### config.mk
export PLATFORM = sky130hd
export DESIGN_NAME = debounce_multi
export DESIGN_NICKNAME = d
export VERILOG_FILES = /design/src/rtl/debounce_multi.sv
export SDC_FILE = /design/constraint.sdc
export NUM_CORES = 1
export LEC_CHECK = 0
export ABC_CLOCK_PERIOD_IN_PS = 4650
export CAP_MARGIN = 15
export CORE_MARGIN = 2
export CORE_UTILIZATION = 60
export CTS_BUF_LIST = sky130_fd_sc_hd__clkbuf_8
export CTS_CLUSTER_SIZE = 28
export DETAILED_ROUTE_END_ITERATION = 10
export PLACE_DENSITY = 0.79
export SLEW_MARGIN = 20
export SYNTH_ARGS = -nofsm -noshare
export SYNTH_HDL_FRONTEND = slang
export SYNTH_SLANG_ARGS = --single-unit
### constraint.sdc
create_clock -name clk -period 4.65 [get_ports clk]
set_clock_uncertainty 0.2 [all_clocks]
set_input_delay 0.93 -clock clk [delete_from_list [all_inputs] [get_ports clk]]
set_output_delay 0.93 -clock clk [all_outputs]
set_load 0.05 [all_outputs]
### src/rtl/debounce_multi.sv
// Multi-channel button/switch debouncer with per-pin polarity, one-cycle event pulses
// and per-button auto-repeat. pbtn_db[0] doubles as the system reset source.
module debounce_multi #(
  parameter int unsigned          NUM_BTNS        = 6,
  parameter int unsigned          NUM_SW          = 16,
  parameter int unsigned          CLK_FREQ_HZ     = 100000000,
  parameter int unsigned          DB_TIME_US      = 5000,
  parameter int unsigned          REPEAT_DELAY_MS = 500,
  parameter int unsigned          REPEAT_RATE_MS  = 100,
  parameter logic [NUM_BTNS-1:0]  BTN_ACTIVE_LOW  = NUM_BTNS'(1),
  parameter bit                   SIMULATE        = 1'b0
) (
  input  logic                clk,
  input  logic                reset,
  input  logic [NUM_BTNS-1:0] pbtn_in,
  input  logic [NUM_SW-1:0]   switch_in,
  input  logic [NUM_BTNS-1:0] repeat_en,
  output logic [NUM_BTNS-1:0] pbtn_db,
  output logic [NUM_SW-1:0]   swtch_db,
  output logic [NUM_BTNS-1:0] btn_press,
  output logic [NUM_BTNS-1:0] btn_release,
  output logic [NUM_BTNS-1:0] btn_repeat,
  output logic [NUM_SW-1:0]   sw_change
);

  function automatic int unsigned min1(input longint unsigned v);
    if (v == 0) return 1;
    return 32'(v);
  endfunction

  localparam longint unsigned DbRaw  = longint'(CLK_FREQ_HZ) / 1000000 * DB_TIME_US;
  localparam longint unsigned RdRaw  = longint'(CLK_FREQ_HZ) / 1000 * REPEAT_DELAY_MS;
  localparam longint unsigned RrRaw  = longint'(CLK_FREQ_HZ) / 1000 * REPEAT_RATE_MS;

  localparam int unsigned DB_COUNT     = SIMULATE ? 4  : min1(DbRaw);
  localparam int unsigned REPEAT_DELAY = SIMULATE ? 20 : min1(RdRaw);
  localparam int unsigned REPEAT_RATE  = SIMULATE ? 8  : min1(RrRaw);

  localparam int unsigned RepMax = (REPEAT_DELAY > REPEAT_RATE) ? REPEAT_DELAY : REPEAT_RATE;
  localparam int unsigned DbW    = $clog2(DB_COUNT + 1);
  localparam int unsigned RcW    = $clog2(RepMax + 1);
  localparam int unsigned NumCh  = NUM_BTNS + NUM_SW;

  typedef enum logic [1:0] {StIdle, StDelay, StRepeat} rep_state_e;

  // Buttons occupy the low channels, switches the high ones.
  logic [NumCh-1:0] raw;
  logic [NumCh-1:0] sync1, sync2, stable;
  logic [DbW-1:0]   cnt [NumCh];
  logic [NumCh-1:0] done, rise, fall;

  assign raw = {switch_in, pbtn_in ^ BTN_ACTIVE_LOW};

  always_ff @(posedge clk) begin
    if (reset) begin
      sync1 <= '0;
      sync2 <= '0;
    end else begin
      sync1 <= raw;
      sync2 <= sync1;
    end
  end

  always_comb begin
    done = '0;
    for (int i = 0; i < NumCh; i++) begin
      done[i] = (sync2[i] != stable[i]) && (cnt[i] == DbW'(DB_COUNT - 1));
    end
    rise = done & sync2;
    fall = done & ~sync2;
  end

  // Any sample matching the stable level discards accumulated credit.
  always_ff @(posedge clk) begin
    if (reset) begin
      stable <= '0;
      for (int i = 0; i < NumCh; i++) cnt[i] <= '0;
    end else begin
      for (int i = 0; i < NumCh; i++) begin
        if (sync2[i] == stable[i]) begin
          cnt[i] <= '0;
        end else if (done[i]) begin
          stable[i] <= sync2[i];
          cnt[i]    <= '0;
        end else begin
          cnt[i] <= cnt[i] + 1'b1;
        end
      end
    end
  end

  assign pbtn_db  = stable[NUM_BTNS-1:0];
  assign swtch_db = stable[NumCh-1:NUM_BTNS];

  always_ff @(posedge clk) begin
    if (reset) begin
      btn_press   <= '0;
      btn_release <= '0;
      sw_change   <= '0;
    end else begin
      btn_press   <= rise[NUM_BTNS-1:0];
      btn_release <= fall[NUM_BTNS-1:0];
      sw_change   <= done[NumCh-1:NUM_BTNS];
    end
  end

  rep_state_e     rep_state [NUM_BTNS];
  logic [RcW-1:0] rcnt      [NUM_BTNS];

  // Release or loss of enable wins over a pulse due in the same cycle.
  always_ff @(posedge clk) begin
    if (reset) begin
      btn_repeat <= '0;
      for (int i = 0; i < NUM_BTNS; i++) begin
        rep_state[i] <= StIdle;
        rcnt[i]      <= '0;
      end
    end else begin
      for (int i = 0; i < NUM_BTNS; i++) begin
        btn_repeat[i] <= 1'b0;
        unique case (rep_state[i])
          StIdle: begin
            if (rise[i] && repeat_en[i]) begin
              rep_state[i] <= StDelay;
              rcnt[i]      <= '0;
            end
          end
          StDelay: begin
            if (fall[i] || !repeat_en[i]) begin
              rep_state[i] <= StIdle;
              rcnt[i]      <= '0;
            end else if (rcnt[i] == RcW'(REPEAT_DELAY - 1)) begin
              btn_repeat[i] <= 1'b1;
              rep_state[i]  <= StRepeat;
              rcnt[i]       <= '0;
            end else begin
              rcnt[i] <= rcnt[i] + 1'b1;
            end
          end
          StRepeat: begin
            if (fall[i] || !repeat_en[i]) begin
              rep_state[i] <= StIdle;
              rcnt[i]      <= '0;
            end else if (rcnt[i] == RcW'(REPEAT_RATE - 1)) begin
              btn_repeat[i] <= 1'b1;
              rcnt[i]       <= '0;
            end else begin
              rcnt[i] <= rcnt[i] + 1'b1;
            end
          end
          default: begin
            rep_state[i] <= StIdle;
            rcnt[i]      <= '0;
          end
        endcase
      end
    end
  end

endmodule

=== Word level (Yosys, flattened, before mapping) ===
Memories as Yosys holds them, arrays and structs flattened.
Cells that the tools add are included.

* Memories kept: 3
* Word-level logic and storage cells: 991
* Memory bits (writable): 586
* Output and inout port bits: 56
* Input bits: 30
* Bits in registers: 100

* Add/subtract/negate cells: 28
* Eq/ne operators: 90
* Reduce and logical (&&, ||, !) cells: 74
* Bitwise gates (word level): 170
* Mux-type cells: 598

{| class="wikitable"
|+ Memory list
! name !! words !! bits a word !! read ports !! clocked after memory_dff !! write ports !! line !! RTL
|-
| cnt || 22 || 19 || 22 || 0 || 22 || 49 || <nowiki>logic [DbW-1:0] cnt [NumCh];</nowiki>
|-
| rcnt || 6 || 26 || 6 || 0 || 6 || 108 || <nowiki>logic [RcW-1:0] rcnt [NUM_BTNS];</nowiki>
|-
| rep_state || 6 || 2 || 6 || 0 || 6 || 107 || <nowiki>rep_state_e rep_state [NUM_BTNS];</nowiki>
|}

{| class="wikitable"
|+ Operators by type and width
! cell !! number
|-
| two-way mux 19 bit || 66
|-
| two-way mux 26 bit || 48
|-
| two-way mux 1 bit || 448
|-
| adder 19 x 1 -> 19 bit (second input constant) || 22
|-
| == test 19 bit (second input constant) || 22
|-
| adder 26 x 1 -> 26 bit (second input constant) || 6
|-
| == test 26 x 24 -> 1 bit (second input constant) || 6
|-
| == test 26 bit (second input constant) || 6
|-
| OR 1 bit || 144
|-
| two-way mux 2 bit || 30
|-
| AND reduction 2 bit || 22
|-
| logical AND 1 bit || 28
|-
| inverter 1 bit || 23
|-
| == test 1 bit || 22
|-
| inequality test 1 bit || 22
|-
| OR reduction 3 bit || 6
|-
| bitwise AND 6 bit || 2
|-
| == test 2 x 1 -> 1 bit (second input constant) || 6
|-
| == test 2 bit (second input constant) || 6
|-
| zero test 2 bit || 6
|-
| case mux 1 bit (2 select lines) || 6
|-
| zero test 1 bit || 6
|-
| logical OR 1 bit || 6
|-
| inverter 6 bit || 1
|}

=== Depth between registers and ports, before layout ===
Gate-level depths: netlist of run 1.

* Depth after elaboration: 16
* Depth in mapped cells: 9
* Mapped depth without buffers: 7

=== Worst setup path before layout of run 1 ===
No wires, ideal clock.

* Kind: input port to flip-flop
* From: in reset
* To: mem rcnt[3][0] (netlist name), enable pin
* Setup slack: 1.051 ns
* Stages on the path: 6
* Library setup time: 0.563 ns
* Required time: 3.887 ns
* Arrival time: 2.836 ns
* Buffers on the path: 3
* Cell sequence: clkbuf_1 clkbuf_1 buf_1 nand2_1 o41ai_1 nand4_1

{| class="wikitable"
|+ RTL lines
! item !! line !! RTL
|-
| start, declared || 14 || <nowiki>input logic reset,</nowiki>
|-
| end, declared || 108 ||
|}

==> results of run 1 <==
## worst min path at each step
stage | startpoint | end | slack (ps)
finish | sync1[13] | sync2[13] | 230
CTS | sync1[13] | sync2[13] | 240
detailed placement | sync1[13] | sync2[13] | 220
floorplan | sync1[0] | sync2[0] | 210
global route | sync1[17] | sync2[17] | 250
global placement | sync1[6] | sync2[6] | 220
## where the power goes
part / internal, mW / switching (mW)
clock network: 3.16 / 2.41
registers: 7.00 / 0.322
logic: 0.276 / 0.371
total: 10.4 / 3.10
## logic make-up after synthesis
| kind of cell | after synthesis |
|---|---|
| other | 1 |
| buffers and inverters | 183 |
| xor gates and xnor gates | 530 |
| adders and majority gates | 52 |
| and+or+nand+nor | 1808 |
| DFF | 686 |
| muxes | 22 |
| AOI/OAI and AO/OA | 59 |
## layer usage
metal | wire (um) | vias up
met5 | 0 | -
met4 | 1260 | 0
met3 | 2490 | 105
met2 | 29200 | 399
met1 | 29100 | 11596
li1 | - | 12546
## sequential cells by signal, summed over array words and instances (netlist names)
register and cells:
btn_repeat 6, stable 22, sw_change 16, sync2 22, sync1 22, cnt 418, rep_state 12, btn_release 6
btn_press 6, rcnt 156
## layout make-up
class / count / area (sq um)
Antenna cell: 2 / 5.00
Clock buffer: 143 / 1970
Clock inverter: 69 / 492
Fill cell: 4263 / 17100
Inverter: 90 / 338
Multi-Input combinational cell: 2889 / 16600
Sequential cell: 686 / 19600
Tap cell: 765 / 957
Timing Repair Buffer: 94 / 941
## layout by cell type, fill, tap and decap left out, types with 100 or more instances in the layout
cell type / count
nor2_1: 710
edfxtp_1: 586
conb_1: 418
xor2_1: 297
xnor2_1: 233
nand3_1: 221
nand2_1: 191
clkbuf_8: 143
nand4_1: 128
inv_1: 114
and3_1: 102
dfxtp_1: 100
## critical path, cell delays in order, from the launching register on
cell and delay [ps]:
edfxtp_1 450, nor2_1 120, or4b_2 600, or3_1 510, o21ai_0 220, or3_1 830
==> flow_metrics.env, run 1 <==
export IMPL_outcome="complete, no violations"
export IMPL_whs_path_depth=1
export IMPL_met1_usage_pct=27.6
export IMPL_tns_ps=0
export IMPL_io_pins=86
export IMPL_hp_class="flip-flop to flip-flop"
export IMPL_worst_pin_slew_ps=1030
export IMPL_die_h_um=247
export IMPL_grt_pass1_vias=23606
export IMPL_async_reset_ff_share_pct=0
export IMPL_final_cells=4738
export IMPL_yosysWarnings=0
export IMPL_first_pass_iters=5
export IMPL_rsz0062_at_grt="no"
export IMPL_synth_top_area_share_pct=49.8
export IMPL_r2r_worst_path_cells=5
export IMPL_hold_ws_ps=233
export IMPL_drt_iter0_drc=1241
export IMPL_synth_flop_cell="edfxtp_1"
export IMPL_crit_type="flip-flop to flip-flop"
export IMPL_htreeDepth=3
export IMPL_top_usage_layer="met2"
export IMPL_seq_area_frac_synth_pct=55.4
export IMPL_maxCapViolations=0
export IMPL_synth_edf_count=586
export IMPL_critPathLaunch="cnt[0][47]"
export IMPL_grt_use_met3_pct=3.70
export IMPL_end_kind="flip-flop"
export IMPL_min_period_ps=3330
export IMPL_grt_pass1_wl_mm=106
export IMPL_cp_required_ps=4740
export IMPL_num_rows=88
export IMPL_finalSetupViolCount=0
export IMPL_r2r_start="cnt[0][47]"
export IMPL_final_area_sq_um=40900
export IMPL_slew_violations=0
export IMPL_cp_arrival_ps=3410
export IMPL_dp_cells=4524
export IMPL_r2r_end="rcnt[2][2]"
export IMPL_synth_top_family_by_area="simple AND/OR/NAND/NOR gates"
export IMPL_core_sq_um=58000
export IMPL_track_usage_pct=20.5
export IMPL_cts_buffers=112
export IMPL_slew_limit_headroom_pct=30.8
export IMPL_num_vias=24646
export IMPL_timing_final_crit_share_pct=71.6
export IMPL_clk_latency_ps=690
export IMPL_cts_resized=0
export IMPL_total_power_mw=13.5
export IMPL_antenna_found_initial=1
export IMPL_final_util_pct=70.5
export IMPL_antenna_left=0
export IMPL_initial_utilization_pct=60.9
export IMPL_drive_gt1_share_pct=5.94
export IMPL_finalHoldViolations=0
export IMPL_avgSynthCellArea_sq_um=10.6
export IMPL_cts_tree="yes"
export IMPL_max_freq_mhz=301
export IMPL_rrSetupSlack_ps=1320
export IMPL_powerDensity_nw_per_um2=331
export IMPL_syn_to_final_growth_pct=15.8
export IMPL_critPathCapture="rcnt[2][2]"
export IMPL_cts_path_max_buffers=3
export IMPL_clkTransAtPathRegs_ps=60
export IMPL_grt_use_met2_pct=34.2
export IMPL_cts_root_buf="clkbuf_8"
export IMPL_grt_overflow_total=0
export IMPL_ys_ff_latch=686
export IMPL_dieArea_sq_um=60900
export IMPL_fin_nets=3955
export IMPL_synth_compound_area_share_pct=1.25
export IMPL_wirelength_mm=62.1
export IMPL_irDropWorstVdd_v=0.000260
export IMPL_place_area_sq_um=38400
export IMPL_yosys_area_share_simple_pct=25.7
export IMPL_yosysTopAreaCell="edfxtp_1"
export IMPL_synth_mux_area_share_pct=0.626
export IMPL_synth_adder_area_share_pct=1.84
export IMPL_yosysMostFrequentCell="nor2_1"
export IMPL_p_leak_nw=14.5
export IMPL_start_kind="flip-flop"
export IMPL_holdBufCountCts=0
export IMPL_drc_errors=0
export IMPL_ys_types=59
export IMPL_path_max_fanout=26
export IMPL_clkSinkCount=686
export IMPL_post_cts_buffers=0
export IMPL_ys_top_cells_by_count="710 x nor2_1, 586 x edfxtp_1, 297 x xor2_1"
export IMPL_grt_max_degree=41
export IMPL_via_per_inst=5.20
export IMPL_place_ws_ps=1290
export IMPL_netlist_area_sq_um=35400
export IMPL_numPortBuffers=85
export IMPL_dieWidth_um=247
export IMPL_worst_slack_ps=1320
export IMPL_syn_inst=3341
export IMPL_dpl_hpwl_mm=42.3
export IMPL_gp_congestion=0.825
export IMPL_synth_xor_area_share_pct=13.1
export IMPL_synth_area_leaders="edfxtp_1 50%, nor2_1 7.5%, xor2_1 7.4%"
export IMPL_avgRoutedWirePerCell_um=13.1
Note: power is estimated with default switching activity, not from simulation.
==> run 2: changes to the inputs <==
Settings changed: ABC_CLOCK_PERIOD_IN_PS 4650 to 3400.
Clock period 4.65 ns to 3.4 ns, I/O delays scaled along.
==> flow_metrics.env, run 2 (synthesized netlist as in run 1, its figures left out) <==
export IMPL_outcome="complete, no violations"
export IMPL_cts_root_buf="clkbuf_8"
export IMPL_io_pins=86
export IMPL_cts_path_max_buffers=3
export IMPL_start_kind="flip-flop"
export IMPL_track_usage_pct=20.4
export IMPL_finalSetupViolCount=0
export IMPL_rsz0062_at_grt="no"
export IMPL_irDropWorstVdd_v=0.000386
export IMPL_core_sq_um=58000
export IMPL_wirelength_mm=61.9
export IMPL_mostFrequentLayoutCells="710 x nor2_1, 586 x edfxtp_1, 418 x conb_1"
export IMPL_gp_congestion=0.837
export IMPL_top_register="cnt"
export IMPL_final_util_pct=70.7
export IMPL_slew_violations=0
export IMPL_clkSinkCount=686
export IMPL_drc_errors=0
export IMPL_clk_latency_ps=700
export IMPL_grt_pass1_vias=23467
export IMPL_syn_to_final_growth_pct=16.1
export IMPL_cp_required_ps=3610
export IMPL_powerDensity_nw_per_um2=453
export IMPL_grt_pass1_wl_mm=105
export IMPL_drt_iter0_drc=1154
export IMPL_path_max_fanout=26
export IMPL_critPathLaunch="rcnt[5][16]"
export IMPL_htreeDepth=3
export IMPL_r2r_start="rcnt[5][16]"
export IMPL_antenna_found_initial=1
export IMPL_clkTransAtPathRegs_ps=60
export IMPL_min_period_ps=3200
export IMPL_grt_overflow_total=0
export IMPL_drive_gt1_share_pct=6.01
export IMPL_numPortBuffers=85
export IMPL_timing_final_crit_share_pct=94.1
export IMPL_fin_nets=3977
export IMPL_die_h_um=247
export IMPL_dieWidth_um=247
export IMPL_worst_pin_slew_ps=773
export IMPL_grt_max_degree=34
export IMPL_num_rows=88
export IMPL_p_leak_nw=14.6
export IMPL_post_cts_buffers=0
export IMPL_crit_type="flip-flop to flip-flop"
export IMPL_largest_register_ffs=418
export IMPL_finalHoldViolations=0
export IMPL_final_area_sq_um=41000
export IMPL_dieArea_sq_um=60900
export IMPL_first_pass_iters=7
export IMPL_tns_ps=0
export IMPL_avgRoutedWirePerCell_um=13.0
export IMPL_hold_ws_ps=234
export IMPL_num_vias=24564
export IMPL_maxCapViolations=0
export IMPL_hp_class="flip-flop to flip-flop"
export IMPL_initial_utilization_pct=60.9
export IMPL_dpl_hpwl_mm=42.1
export IMPL_largest_registers="cnt: 418 flops, rcnt: 156 flops"
export IMPL_place_area_sq_um=38600
export IMPL_end_kind="flip-flop"
export IMPL_antenna_left=0
export IMPL_cts_tree="yes"
export IMPL_slew_limit_headroom_pct=48.0
export IMPL_via_per_inst=5.16
export IMPL_max_freq_mhz=313
export IMPL_cp_arrival_ps=3410
export IMPL_cts_resized=0
export IMPL_final_common_cell="nor2_1"
export IMPL_holdBufCountCts=0
export IMPL_cts_buffers=113
export IMPL_min_from="sync1[16]"
-- run 2: path summary, 6_finish.rpt --
path                 to  slack (ps)  cells past startpoint
max reg2reg  rcnt[5][4]         200                      5
min reg2reg   sync2[16]         230                      1
min           sync2[16]         230                      1
max          rcnt[5][4]         200                      5
-- run 2: layout make-up --
type	count	area, sq um
Antenna cell	1	2.50
Clock buffer	135	1860
Tap cell	765	957
Sequential cell	686	19600
Timing Repair Buffer	115	1090
Clock inverter	80	598
Multi-Input combinational cell	2889	16600
Fill cell	4334	17000
Inverter	90	338
-- run 2: power breakdown --
part / leakage (nW) / total (mW) / internal [mW] / switching [mW]
Sequential: 6.97 / 10.0 / 9.57 / 0.438
Clock: 1.39 / 7.68 / 4.36 / 3.31
Combinational: 6.29 / 0.893 / 0.386 / 0.507
Total: 14.6 / 18.6 / 14.3 / 4.26
-- run 2: per-layer routing --
layer / routed length [um] / vias up / GRT usage, %
li1: - / 12583 / -
met1: 29400 / 11476 / 27.7
met2: 28600 / 397 / 33.6
met3: 2630 / 108 / 3.43
met4: 1230 / 0 / 6.73
met5: 0 / - / 0
-- run 2: worst max-delay path, stage by stage, from the launching register on --
cell and delay [ps]:
edfxtp_1 470, or4b_1 540, or4_4 510, o41a_1 470, o2111ai_4 590, nor2_1 130
-- run 2: metrics by stage --
| stage | instances | worst slack [ps] | power, mW |
|---|---|---|---|
| after floorplan | 3758 | 35.8 | 10.8 |
| after global placement | 4545 | 295 | 11.0 |
| after detailed placement | 4545 | 211 | 11.0 |
| after CTS | 4760 | 207 | 18.8 |
| after global routing | 4761 | 48.6 | 19.4 |
| final | 4761 | 200 | 18.6 |
